===== src/rtl/scoreboard_hazard_unit_if.sv =====
// ID-stage <-> hazard-unit bundle for scoreboard_hazard_unit.
// Handshake: id_valid marks a decoded instruction sitting in ID; the
// instruction is consumed only on a cycle where issue=1 (that is, valid with
// no hazard, no flush and no pipe_hold). While issue=0 the ID stage keeps the
// same instruction and id_* fields stable.
interface scoreboard_hazard_unit_if #(
    parameter int REG_AW = 5,
    parameter int LAT_W  = 3,
    parameter int CNT_W  = 32
);
    logic              id_valid;
    logic [REG_AW-1:0] id_rs1;
    logic              id_use_rs1;
    logic [REG_AW-1:0] id_rs2;
    logic              id_use_rs2;
    logic [REG_AW-1:0] id_rd;
    logic              id_regWrite;
    logic [LAT_W-1:0]  id_lat;
    logic              pipe_hold;
    logic              flush;
    logic              stall;
    logic              stall_rs1;
    logic              stall_rs2;
    logic              stall_waw;
    logic              issue;
    logic [CNT_W-1:0]  stall_count;

    // ID stage side: presents the instruction, receives the stall decision.
    modport master (
        output id_valid, id_rs1, id_use_rs1, id_rs2, id_use_rs2,
               id_rd, id_regWrite, id_lat, pipe_hold, flush,
        input  stall, stall_rs1, stall_rs2, stall_waw, issue, stall_count
    );

    // Hazard unit side.
    modport slave (
        input  id_valid, id_rs1, id_use_rs1, id_rs2, id_use_rs2,
               id_rd, id_regWrite, id_lat, pipe_hold, flush,
        output stall, stall_rs1, stall_rs2, stall_waw, issue, stall_count
    );
endinterface


===== src/rtl/scoreboard_hazard_unit.sv =====
// Per-register latency scoreboard beside the ID stage. Each register holds the
// number of cycles until its in-flight result becomes forwardable; RAW on
// rs1/rs2 and WAW on rd are decided combinationally from those counts.
module scoreboard_hazard_unit #(
    parameter int NUM_REGS = 32,
    parameter int REG_AW   = 5,
    parameter int LAT_W    = 3,
    parameter int CNT_W    = 32
) (
    input  logic                     clk,
    input  logic                     rst,
    scoreboard_hazard_unit_if.slave  bus
);
    // Entry 0 is never written, so it stays zero and x0 never looks busy.
    logic [LAT_W-1:0] cnt [NUM_REGS];
    logic [LAT_W-1:0] eff_lat;
    logic [LAT_W-1:0] lat_m1;
    logic             haz_rs1;
    logic             haz_rs2;
    logic             haz_waw;
    logic             haz_any;
    logic             issue_int;
    logic [CNT_W-1:0] stall_cnt;

    // Hazard detection from the current counts; all outputs are held low in reset.
    always_comb begin
        eff_lat   = (bus.id_lat == '0) ? LAT_W'(1) : bus.id_lat;
        lat_m1    = eff_lat - LAT_W'(1);
        haz_rs1   = !rst && bus.id_valid && bus.id_use_rs1 &&
                    (bus.id_rs1 != '0) && (cnt[bus.id_rs1] != '0);
        haz_rs2   = !rst && bus.id_valid && bus.id_use_rs2 &&
                    (bus.id_rs2 != '0) && (cnt[bus.id_rs2] != '0);
        // An older write finishing after this one would leave a stale rd.
        haz_waw   = !rst && bus.id_valid && bus.id_regWrite &&
                    (bus.id_rd != '0) && (cnt[bus.id_rd] > lat_m1);
        haz_any   = haz_rs1 || haz_rs2 || haz_waw;
        issue_int = !rst && bus.id_valid && !haz_any && !bus.flush && !bus.pipe_hold;
    end

    assign bus.stall_rs1   = haz_rs1;
    assign bus.stall_rs2   = haz_rs2;
    assign bus.stall_waw   = haz_waw;
    assign bus.stall       = haz_any;
    assign bus.issue       = issue_int;
    assign bus.stall_count = stall_cnt;

    // Scoreboard: count down while the pipe moves; a new issue overrides its entry.
    always_ff @(posedge clk) begin
        if (rst) begin
            for (int r = 0; r < NUM_REGS; r++) begin
                cnt[r] <= '0;
            end
        end else if (!bus.pipe_hold) begin
            for (int r = 0; r < NUM_REGS; r++) begin
                if (cnt[r] != '0) begin
                    cnt[r] <= cnt[r] - LAT_W'(1);
                end
            end
            if (issue_int && bus.id_regWrite && (bus.id_rd != '0)) begin
                cnt[bus.id_rd] <= lat_m1;
            end
        end
    end

    // Stall-cycle performance counter, saturating at all-ones.
    always_ff @(posedge clk) begin
        if (rst) begin
            stall_cnt <= '0;
        end else if (haz_any && (stall_cnt != '1)) begin
            stall_cnt <= stall_cnt + CNT_W'(1);
        end
    end
endmodule


===== src/flat_wrapper.sv =====
// flat-port wrapper written by rule: the top's interface ports become plain ports
module scoreboard_hazard_unit_flat 
#(
    parameter int NUM_REGS = 32,
    parameter int REG_AW   = 5,
    parameter int LAT_W    = 3,
    parameter int CNT_W    = 32
)
  (clk, rst, bus_id_valid, bus_id_rs1, bus_id_use_rs1, bus_id_rs2, bus_id_use_rs2, bus_id_rd, bus_id_regWrite, bus_id_lat, bus_pipe_hold, bus_flush, bus_stall, bus_stall_rs1, bus_stall_rs2, bus_stall_waw, bus_issue, bus_stall_count);
  scoreboard_hazard_unit_if #(.REG_AW(REG_AW), .LAT_W(LAT_W), .CNT_W(CNT_W)) bus_i ();
  input  logic clk;
  input  logic rst;
  input wire logic [$bits(bus_i.id_valid)-1:0] bus_id_valid;
  input wire logic [$bits(bus_i.id_rs1)-1:0] bus_id_rs1;
  input wire logic [$bits(bus_i.id_use_rs1)-1:0] bus_id_use_rs1;
  input wire logic [$bits(bus_i.id_rs2)-1:0] bus_id_rs2;
  input wire logic [$bits(bus_i.id_use_rs2)-1:0] bus_id_use_rs2;
  input wire logic [$bits(bus_i.id_rd)-1:0] bus_id_rd;
  input wire logic [$bits(bus_i.id_regWrite)-1:0] bus_id_regWrite;
  input wire logic [$bits(bus_i.id_lat)-1:0] bus_id_lat;
  input wire logic [$bits(bus_i.pipe_hold)-1:0] bus_pipe_hold;
  input wire logic [$bits(bus_i.flush)-1:0] bus_flush;
  output wire logic [$bits(bus_i.stall)-1:0] bus_stall;
  output wire logic [$bits(bus_i.stall_rs1)-1:0] bus_stall_rs1;
  output wire logic [$bits(bus_i.stall_rs2)-1:0] bus_stall_rs2;
  output wire logic [$bits(bus_i.stall_waw)-1:0] bus_stall_waw;
  output wire logic [$bits(bus_i.issue)-1:0] bus_issue;
  output wire logic [$bits(bus_i.stall_count)-1:0] bus_stall_count;
  assign bus_i.id_valid = bus_id_valid;
  assign bus_i.id_rs1 = bus_id_rs1;
  assign bus_i.id_use_rs1 = bus_id_use_rs1;
  assign bus_i.id_rs2 = bus_id_rs2;
  assign bus_i.id_use_rs2 = bus_id_use_rs2;
  assign bus_i.id_rd = bus_id_rd;
  assign bus_i.id_regWrite = bus_id_regWrite;
  assign bus_i.id_lat = bus_id_lat;
  assign bus_i.pipe_hold = bus_pipe_hold;
  assign bus_i.flush = bus_flush;
  assign bus_stall = bus_i.stall;
  assign bus_stall_rs1 = bus_i.stall_rs1;
  assign bus_stall_rs2 = bus_i.stall_rs2;
  assign bus_stall_waw = bus_i.stall_waw;
  assign bus_issue = bus_i.issue;
  assign bus_stall_count = bus_i.stall_count;
  scoreboard_hazard_unit #(.NUM_REGS(NUM_REGS), .REG_AW(REG_AW), .LAT_W(LAT_W), .CNT_W(CNT_W)) u_core (.clk(clk), .rst(rst), .bus(bus_i));
endmodule

===== config.mk =====
export PLATFORM = sky130hd
export DESIGN_NAME = scoreboard_hazard_unit_flat
export DESIGN_NICKNAME = d
export VERILOG_FILES = /design/src/rtl/scoreboard_hazard_unit_if.sv /design/src/rtl/scoreboard_hazard_unit.sv /design/src/flat_wrapper.sv
export SDC_FILE = /design/constraint.sdc
export NUM_CORES = 1
export LEC_CHECK = 0
export ABC_AREA = 1
export BUFFER_PORTS_ARGS = -buffer_cell sky130_fd_sc_hd__buf_2
export CORE_ASPECT_RATIO = 1.1
export CORE_MARGIN = 2
export CORE_UTILIZATION = 40
export DETAILED_ROUTE_END_ITERATION = 8
export PLACE_DENSITY = 0.67
export SLEW_MARGIN = 20
export SYNTH_ARGS = -nofsm -noshare
export SYNTH_HDL_FRONTEND = slang
export SYNTH_SLANG_ARGS = --single-unit

===== constraint.sdc =====
create_clock -name clk -period 8.2 [get_ports clk]
set_input_delay 0.82 -clock clk [delete_from_list [all_inputs] [get_ports clk]]
set_output_delay 0.82 -clock clk [all_outputs]
set_load 0.01 [all_outputs]

* Yosys cells after proc, flatten, opt, wreduce, memory -nomap -nowiden
Memory sizes are Yosys's and may differ from the RTL's.
Index checks and enable logic that the tools add are counted.
Widths: inputs -> output; s select.
** Storage, ports and cells
- Bits in registers :: 32
- Latch bits :: 0
- RAM bits :: 96
- Bits in read-only memories :: 0
- Output and inout port bits :: 37
- Memories :: 1
** Memory list
- u_core.cnt :: depth 32, width 3, read ports 35, clocked after Yosys merged registers in 0, wr ports 33, line scoreboard_hazard_unit.sv:15 : logic [LAT_W-1:0] cnt [NUM_REGS];
** Cells by class
- $add $sub $neg :: 34
- $mul :: 0
- Divide/modulo/power cells :: 0
- $lt $le $gt $ge :: 1
- Equality and inequality tests :: 1
- Shift-type cells :: 0
- Multiplexer cells :: 167
- Bitwise gates (word level) :: 32
- Reductions and logical operators :: 60
** Operator list (count)
- $mux 1 :: 134
- $reduce_bool 3->1 :: 34
- $mux 3 :: 33
- $sub 3x1->3 const B :: 33
- $add 32x1->32 const B :: 1
- $ne 32x32->1 const B :: 1
- $or 1x1->1 :: 32
- $logic_and 1x1->1 :: 16
- $reduce_bool 5->1 :: 3
- $logic_not 1->1 :: 4
- $gt 3x3->1 :: 1
- $logic_not 3->1 :: 1
- $logic_or 1x1->1 :: 2

* Depth between registers and ports, before layout
Gate-level depths: netlist of the first run.
- Depth after elaboration :: 17
- Gate-level depth with buffers :: 20
- Mapped depth without buffers :: 19

* Least setup slack after synthesis of the first run
Ideal clock, no wire load.
- Kind :: in2out
- Start :: input bus_id_rd[1]
- End :: output bus_issue
- Arrival :: 3.391 ns
- Slack :: 3.989 ns
- Stages :: 17
- Path buffers :: 2
- Path through :: inv_1 -> nor2_1 -> inv_1 -> clkbuf_1 -> o22ai_1 -> o21ai_0 -> nand4_1 -> or2_2 -> ha_1 -> nand2_1 -> o21ai_0 -> nand2_1 -> nor4_1 -> inv_1 -> nand3_4 -> nor2_4 -> buf_2
** On the way
- Longest elaborated chain between the ends :: 8
- Elaborated cells on any way between the ends :: 10
- Classes of those cells :: 1 x order compare; 8 x reduce/logical; 1 x memory
** Ends and longest elaborated chain
- start: declaration :: line flat_wrapper.sv:18 : input wire logic [$bits(bus_i.id_rd)-1:0] bus_id_rd;
- $mem_v2 32x3 or $reduce_bool 5->1 (tied branches)
- $gt 3x3->1 or $logic_and 1x1->1 (tied branches) :: line scoreboard_hazard_unit.sv:35, scoreboard_hazard_unit.sv:34
- $logic_and 1x1->1 * :: line scoreboard_hazard_unit.sv:35 : (bus.id_rd != '0) && (cnt[bus.id_rd] > lat_m1);
- net bus_stall_waw :: line flat_wrapper.sv:26 : output wire logic [$bits(bus_i.stall_waw)-1:0] bus_stall_waw;
- $logic_or 1x1->1 * :: line scoreboard_hazard_unit.sv:36 : haz_any = haz_rs1 || haz_rs2 || haz_waw;
- $logic_not 1->1 * :: line scoreboard_hazard_unit.sv:37 : issue_int = !rst && bus.id_valid && !haz_any && !bus.flush && !bus.pipe_hold;
- $logic_and 1x1->1 * (3 in a row) :: line scoreboard_hazard_unit.sv:37
- end: declaration :: line flat_wrapper.sv:27 : output wire logic [$bits(bus_i.issue)-1:0] bus_issue;
The timed path passes the listed nets; every way through them passes the cells marked *.

* Final worst setup path of the first run
- Start :: input bus_id_rd[1]
- End :: output bus_issue
** On the way
- Longest elaborated chain between the ends :: 8
- Elaborated cells on any way between the ends :: 10
- Classes of those cells :: 1 x order compare; 8 x reduce/logical; 1 x memory
** Ends and longest elaborated chain (line)
- $mem_v2 32x3 or $reduce_bool 5->1 (tied branches)
- $gt 3x3->1 or $logic_and 1x1->1 (tied branches) :: scoreboard_hazard_unit.sv:35, scoreboard_hazard_unit.sv:34
- $logic_and 1x1->1 * :: scoreboard_hazard_unit.sv:35
- $logic_or 1x1->1 * :: scoreboard_hazard_unit.sv:36
- $logic_not 1->1 * :: scoreboard_hazard_unit.sv:37
- $logic_and 1x1->1 * (3 in a row) :: scoreboard_hazard_unit.sv:37
Mark *: on every way between the ends. The rest lies on a longest branch, timed or not.

==> summary.md, run 1 <==
| Metric | Value |
|---|---|
| Tot GR Track Use | `0.233` |
| Syn Nets | `between 1500 and 2000` |
| Fill cell count | `between 2000 and 3000` |
| Asr flop ratio synth | `0` |
| Placer Congestion | `approximately 1` |
| Number of I/O pins | `63` |
| Placed cell areas | `between 10000 and 15000 sq um` |
| Hold Crit Class | `register to register` |
| Multi-input gate area | `approximately 6300 sq um` |
| HPWL Detailed | `22600 um` |
| VDD IR max | `104 uV` |
| Worst EP required | `about 7400 ps` |
| Post-synthesis sequential area ratio | `0.325` |
| DR pass1 iterations | `6` |
| Outcome | `finished clean` |
| DR WL/cell | `between 15 and 20 um` |
| Post_cts resized | `0` |
| Syn Std Cell Area | `~11000 sq um` |
| Clock slew at reported path FFs | `roughly 60 ps` |
| Synth Warn # | `0` |
| DR iter-0 viols | `roughly 1100` |
| Top delay family on crit path | `simple AND/OR/NAND/NOR gates` |
| Worst setup EP type | `output pin` |
| Unrepaired setup endpoints after global routing | `false` |
| Tot Pwr | `approximately 2100 uW` |
| Slowest cell on crit path | `nor2_4` |
| Primary FF master, synth | `edfxtp_1` |
| Most frequent cells in the layout | `442 x nand2_1, 197 x nor2_1, 153 x inv_1, 144 x nand3_1, 106 x nand4_1` |
| Critical Path AT | `~4600 ps` |
| DIE AREA | `28400 sq um` |
| Vias in the first global route | `roughly 10000` |
| Core footprint | `26800 sq um` |
| Tcrit/Tclk final | `0.666` |
| Clock share of power | `0.358` |
| Crit start category | `input pin` |
| Period minus WS final | `5460 ps` |
| FF/Latch Area | `between 3000 and 4000 sq um` |
| Top cell by count, worst path | `inv_1` |
| CTS Buf Count | `17` |
| Share of cells above drive strength 1 | `0.0715` |
| Internal power | `1400 uW` |
| Worst skew pair latency | `roughly 440 ps` |
| GRT Residual Overflow | `0` |
| Number of routed nets with antenna violations | `0` |
| Post-route cell area | `~12000 sq um` |
| Yosys cell types | `31` |
| CP cell instances | `buf_2 > inv_1 > nor2_1 > inv_1 > buf_4 > o22ai_1 > o21ai_0 > nand4_1 > or2_2 > ha_1 > a21oi_1 > o21ai_0 > nand2_1 > nor4_1 > inv_1 > nand3_4 > nor2_4 > buf_4 > buf_2` |
| Clock Path Buffers | `2` |
| Port Buf Inserts | `a little over 60` |
| Initial antenna violation count | `0` |
| Crit path kind | `input pin to output pin` |
| Synthesized instance count | `1602` |
| Nets | `~1700` |
| Worst hold slack | `between 400 and 500 ps` |
| Maximum clock rate | `~180 MHz` |
| Final hold violation count | `0` |
| Final setup fails | `0` |
| Rows | `63` |
| Setup tns final | `0 ps` |
| Critical Path Fanout Max | `34` |
| First-pass GRT wire length | `around 53000 um` |
| Worst Path Buf+Inv | `7` |
| Post-Route Skew | `around 15 ps` |
| CTS root buf | `clkbuf_16` |
| Yosys reg bits | `~130` |
| Flop pwr share | `0.396` |
| DRC errors left | `0` |
| Hold buffers post-CTS | `0` |
| Power Density | `about 180 nW/um^2` |
| P_sw | `726 uW` |
| Post CTS Setup Buffer Count | `0` |
| Initial core utilization | `0.404` |
| Mean post-synth cell area | `between 6 and 7 sq um` |
| Slowest cell delay on critical path | `540 ps` |
| Measured slew at the worst slew-check pin | `1030 ps` |
| Max_cap viols | `0` |
| Total Routed Length | `between 30000 and 40000 um` |
| Via Count | `approximately 11000` |
| Area growth syn-to-layout | `9.55%` |
| Sw Share | `0.342` |
| ANT cells | `0` |
| Slew headroom | `0.312` |
| Max-slew violations | `0` |
| Static leakage | `approximately 0.0053 uW` |
| # clock sinks | `~130` |
| Pin count of the biggest net entering global routing | `85` |
| Combinational share of power | `0.247` |
| Die width | `161 um` |
| H-Tree Level Count | `4` |
| Chip height | `about 180 um` |
| Avg Vias per Cell | `~5.5` |
| CTS tree | `yes` |
| Most common cell after layout, fill and taps aside | `nand2_1` |
| Post-synth EDFFs | `96` |
-- final timing paths --
kind / cells past startpoint / start / slack, ps / to
setup / recovery: 19 / bus_id_rd[1] / 2740 / bus_issue
hold / removal: 2 / u_core.bus.stall_count[31]$_SDFFE_PP0P_ / 490 / u_core.bus.stall_count[31]$_SDFFE_PP0P_
setup reg to reg: 16 / u_core.cnt[2][2]$_DFFE_PP_ / 3940 / u_core.cnt[21][1]$_DFFE_PP_
hold reg to reg: 2 / u_core.bus.stall_count[31]$_SDFFE_PP0P_ / 490 / u_core.bus.stall_count[31]$_SDFFE_PP0P_
-- flip-flops by register name, indices dropped and copies added (netlist names) --
signal                  flops
u_core.bus.stall_count     32
u_core.cnt                 96
-- cells by family after synthesis --
family / count (synthesis) / synth area share
XOR/XNOR: 47 / 0.0380
AND/OR/NAND/NOR: 931 / 0.373
AO/OA/AOI/OAI: 185 / 0.0921
flip-flops: 128 / 0.325
adder cells (fa/ha/maj): 69 / 0.0797
buffers and inverters: 242 / 0.0919
-- power groups by stage --
stage | clock (uW) | sequential (uW) | combinational, uW
3_3_place_gp | 0 | 850 | 506
3_5_place_dp | 0 | 852 | 512
4_1_cts | 764 | 839 | 516
5_1_grt | 790 | 849 | 596
6_report | 759 | 840 | 523
2_1_floorplan | 0 | 833 | 384
-- layer usage --
metal  global-route usage  vias up  part of all wire
met2                0.390      501              0.46
met3               0.0423       78             0.078
met5                    0        -                 0
li1                     -     5403                 -
met1                0.296     5002              0.43
met4               0.0960        0             0.033
-- area by class of cell --
class	count	share of cell area
flip-flops and latches	128	0.297
clock inverters	14	0.0120
clock buffers	17	0.0359
repair buffers	75	0.0354
well taps	357	0.0377
multi-input cells	1232	0.532
inverters	157	0.0498
-- tightest hold or removal path, delay by kind of cell (launching register included) --
family / cells / cell delay [ps]
and+or+nand+nor: 1 / 60
DFF: 1 / 320
AOI/OAI and AO/OA: 1 / 50
-- per-stage QoR --
stage                     instances  setup slack, ps  utilization
final                          1980             2740        0.443
after global routing           1980             2460        0.443
after CTS                      1980             2780        0.443
after detailed placement       1949             2800        0.421
after global placement         1949             2900        0.421
after floorplan                1602             3990            -
-- cells in the mapped netlist, drive strengths merged (32+ instances only) --
| library cell | n | area, sq um |
|---|---|---|
| nand3 | 146 | 748 |
| nand2 | 442 | 1660 |
| dfxtp | 32 | 641 |
| o21ai | 57 | 285 |
| buf | 35 | 218 |
| a21oi | 76 | 380 |
| nand4 | 106 | 663 |
| ha | 69 | 863 |
| inv | 157 | 589 |
| clkbuf | 50 | 188 |
| edfxtp | 96 | 2880 |
| nor2 | 199 | 754 |
| o22ai | 46 | 288 |
No activity file was read; power rests on OpenSTA's default activity.
==> run 2: changes to the inputs <==
ABC_AREA = 0   (was 1)
PLACE_DENSITY = 0.7   (was 0.67)
clock period = 4.9 ns   (was 8.2 ns; I/O delays follow)
==> run 2 against run 1 <==
  * Sequential power is 79% higher
  * Core utilization is 1.2 points higher
  * Cell count is 26% lower
  * Die area is 5.2% lower
  * Total power is 69% higher
  * Setup slack worse by 2000 ps
  * Critical path type unchanged
==> summary.md, run 2 <==
| Metric | Value |
|---|---|
| Area growth syn-to-layout | `12.0%` |
| DR WL/cell | `slightly below 20 um` |
| Die width | `roughly 160 um` |
| DR pass1 iterations | `6` |
| Number of routed nets with antenna violations | `0` |
| Via Count | `8762` |
| Top cell by count, worst path | `buf_2` |
| R2R Path Start | `u_core.cnt[31][0]$_DFFE_PP_` |
| Placer Congestion | `0.951` |
| Post-Route Skew | `about 12 ps` |
| Static leakage | `roughly 0.0046 uW` |
| Layout Cells excl Fill | `1463` |
| Initial antenna violation count | `2` |
| Total Routed Length | `approximately 29000 um` |
| Power Density | `about 310 nW/um^2` |
| Max_cap viols | `0` |
| Yosys cell types | `65` |
| Worst Path Buf+Inv | `5` |
| CTS tree | `yes` |
| CTS root buf | `clkbuf_16` |
| Vias in the first global route | `8651` |
| Avg Vias per Cell | `between 5 and 6` |
| Number of I/O pins | `63` |
| Yosys reg bits | `128` |
| # clock sinks | `128` |
| FF/Latch Area | `about 3500 sq um` |
| Slew headroom | `0.405` |
| Clock slew at reported path FFs | `around 70 ps` |
| Outcome | `finished clean` |
| Top reg by flops | `u_core.cnt` |
| Setup tns final | `0 ps` |
| Mean post-synth cell area | `approximately 9.6 sq um` |
| Max-slew violations | `0` |
| Tot GR Track Use | `0.217` |
| Worst Hold Launch | `u_core.bus.stall_count[10]$_SDFFE_PP0P_` |
| CTS Buf Count | `17` |
| RR Endpoint | `u_core.cnt[24][0]$_DFFE_PP_` |
| CP cell instances | `buf_2 > nor4b_1 > a311oi_1 > nor3_1 > a211oi_1 > o2111ai_4 > inv_2 > nor3_4 > buf_4 > nand2_1 > inv_1 > buf_2` |
| Clock Path Buffers | `2` |
| Slowest cell delay on critical path | `between 400 and 500 ps` |
| Most common cell after layout, fill and taps aside | `inv_1` |
| Chip height | `172 um` |
| Worst Hold Path EP | `u_core.bus.stall_count[10]$_SDFFE_PP0P_` |
| HPWL Detailed | `20300 um` |
| Synthesized instance count | `roughly 1100` |
| Worst hold slack | `approximately 490 ps` |
| Nets | `about 1200` |
| Largest register FFs | `96` |
| DIE AREA | `around 27000 sq um` |
| Tot Pwr | `between 3000 and 4000 uW` |
| Top cells by count, synth | `102 x inv_1, 96 x edfxtp_1, 89 x nor2_1, 69 x ha_1, 54 x mux2_2` |
| Reg2reg setup slack | `a little under 800 ps` |
| Worst setup EP type | `output pin` |
| Synth top area share | `0.281` |
| Worst EP required | `4410 ps` |
| Hold Path Depth | `2` |
| Most frequent cells in the layout | `102 x inv_1, 96 x edfxtp_1, 88 x nor2_1, 69 x ha_1, 61 x buf_2` |
| Synth Warn # | `0` |
| Measured slew at the worst slew-check pin | `890 ps` |
| Post_cts resized | `0` |
| Asr flop ratio synth | `0` |
| Critical Path AT | `around 3700 ps` |
| Pin count of the biggest net entering global routing | `between 80 and 90` |
| Crit path kind | `input pin to output pin` |
| Primary FF master, synth | `edfxtp_1` |
| Syn Std Cell Area | `between 10000 and 15000 sq um` |
| Share of cells above drive strength 1 | `0.215` |
| Largest cells by area after synthesis | `edfxtp_1 28%, ha_1 8.4%, dfxtp_1 6.3%` |
| Final hold violation count | `0` |
| Final Util | `0.455` |
| Unrepaired setup endpoints after global routing | `false` |
| Fill cell count | `2389` |
| Period minus WS final | `4170 ps` |
| Hold Crit Class | `register to register` |
| Hold buffers post-CTS | `0` |
| VDD IR max | `238 uV` |
| Placed Cells | `1431` |
| Top delay family on crit path | `simple AND/OR/NAND/NOR gates` |
| Maximum clock rate | `about 240 MHz` |
| Critical Path Fanout Max | `between 40 and 50` |
| Worst skew pair latency | `440 ps` |
| Initial core utilization | `0.406` |
| DR iter-0 viols | `749` |
| Slowest cell on crit path | `buf_2` |
| Top-count cell post-synth | `inv_1` |
| Post CTS Setup Buffer Count | `0` |
| Tcrit/Tclk final | `0.852` |
| Syn Nets | `approximately 1200` |
| First-pass GRT wire length | `45800 um` |
| Post-synth EDFFs | `96` |
| ANT cells | `0` |
| Multi-input gate area | `~6000 sq um` |
| Yosys top cell by area | `edfxtp_1` |
| Port Buf Inserts | `62` |
| GRT Residual Overflow | `0` |
| Final setup fails | `0` |
| Register-to-Register Path Depth | `14` |
| Core footprint | `25300 sq um` |
| H-Tree Level Count | `4` |
| DRC errors left | `0` |
| Post-synthesis sequential area ratio | `0.344` |
| Crit start category | `input pin` |
| Rows | `61` |
-- run 2: changes by cell type after synthesis, sizes merged, moves of 28 or more --
cell   previous run  this run
mux2              0        66
nor4             10        39
o21ai            57        13
inv             157       104
nand2           442        37
a21oi            76        48
mux2i             0        40
nand4           106        22
nor2            199        89
nand3           146        17
o22ai            46         1
-- run 2: through the flow --
| stage | cell area (sq um) | setup slack (ps) |
|---|---|---|
| after global placement | 10900 | 603 |
| after floorplan | 10200 | 212 |
| after detailed placement | 10900 | 439 |
| after global routing | 11500 | 485 |
| after CTS | 11500 | 818 |
| final | 11500 | 725 |
-- run 2: final cells by class --
| class | count | share of cell area |
|---|---|---|
| Sequential cell | 128 | 0.307 |
| Inverter | 104 | 0.0340 |
| Clock buffer | 18 | 0.0392 |
| Multi-Input combinational cell | 768 | 0.529 |
| Timing Repair Buffer | 85 | 0.0434 |
| Tap cell | 346 | 0.0377 |
| Clock inverter | 14 | 0.0102 |
-- run 2: kinds of logic (layout without fill, tap and decap cells) --
logic type / after synthesis / in the layout / synth area share
buf+inv: 173 / 221 / 0.0649
compound gates: 133 / 133 / 0.0873
xor+xnor: 35 / 35 / 0.0299
flops: 128 / 128 / 0.344
fa+ha+maj: 69 / 69 / 0.0842
simple gates: 400 / 400 / 0.219
mux: 131 / 131 / 0.171
-- run 2: how the worst max path moves through the flow --
| stage | start | to | slack (ps) | depth (start not counted) |
|---|---|---|---|---|
| 6_report | bus_id_rs1[0] | bus_issue | 730 | 12 |
| 4_1_cts | u_core.cnt[31][0]$_DFFE_PP_ | u_core.cnt[22][2]$_DFFE_PP_ | 820 | 14 |
| 3_3_place_gp | bus_id_rd[1] | u_core.cnt[24][2]$_DFFE_PP_ | 600 | 16 |
| 3_5_place_dp | bus_id_rd[1] | u_core.cnt[22][2]$_DFFE_PP_ | 440 | 16 |
| 2_1_floorplan | bus_id_rd[0] | u_core.cnt[12][0]$_DFFE_PP_ | 210 | 14 |
| 5_1_grt | u_core.cnt[30][0]$_DFFE_PP_ | u_core.cnt[22][2]$_DFFE_PP_ | 480 | 14 |
-- run 2: power breakdown --
part           switching [uW]  internal, uW  leakage, uW
clock                     550           694     0.000286
sequential                170          1330      0.00128
combinational             463           387      0.00300
-- run 2: routing by layer --
metal	track usage	wire length, um	vias up
met5	0	26	-
met4	0.0921	1110	4
met3	0.0531	2560	90
met2	0.362	13300	456
met1	0.268	11600	4205
li1	-	-	4007
-- run 2: worst min-delay path: cells and delay by family (launching register included) --
| family | cells | cell delay (ps) |
|---|---|---|
| flip-flops | 1 | 330 |
| AO/OA/AOI/OAI | 2 | 120 |
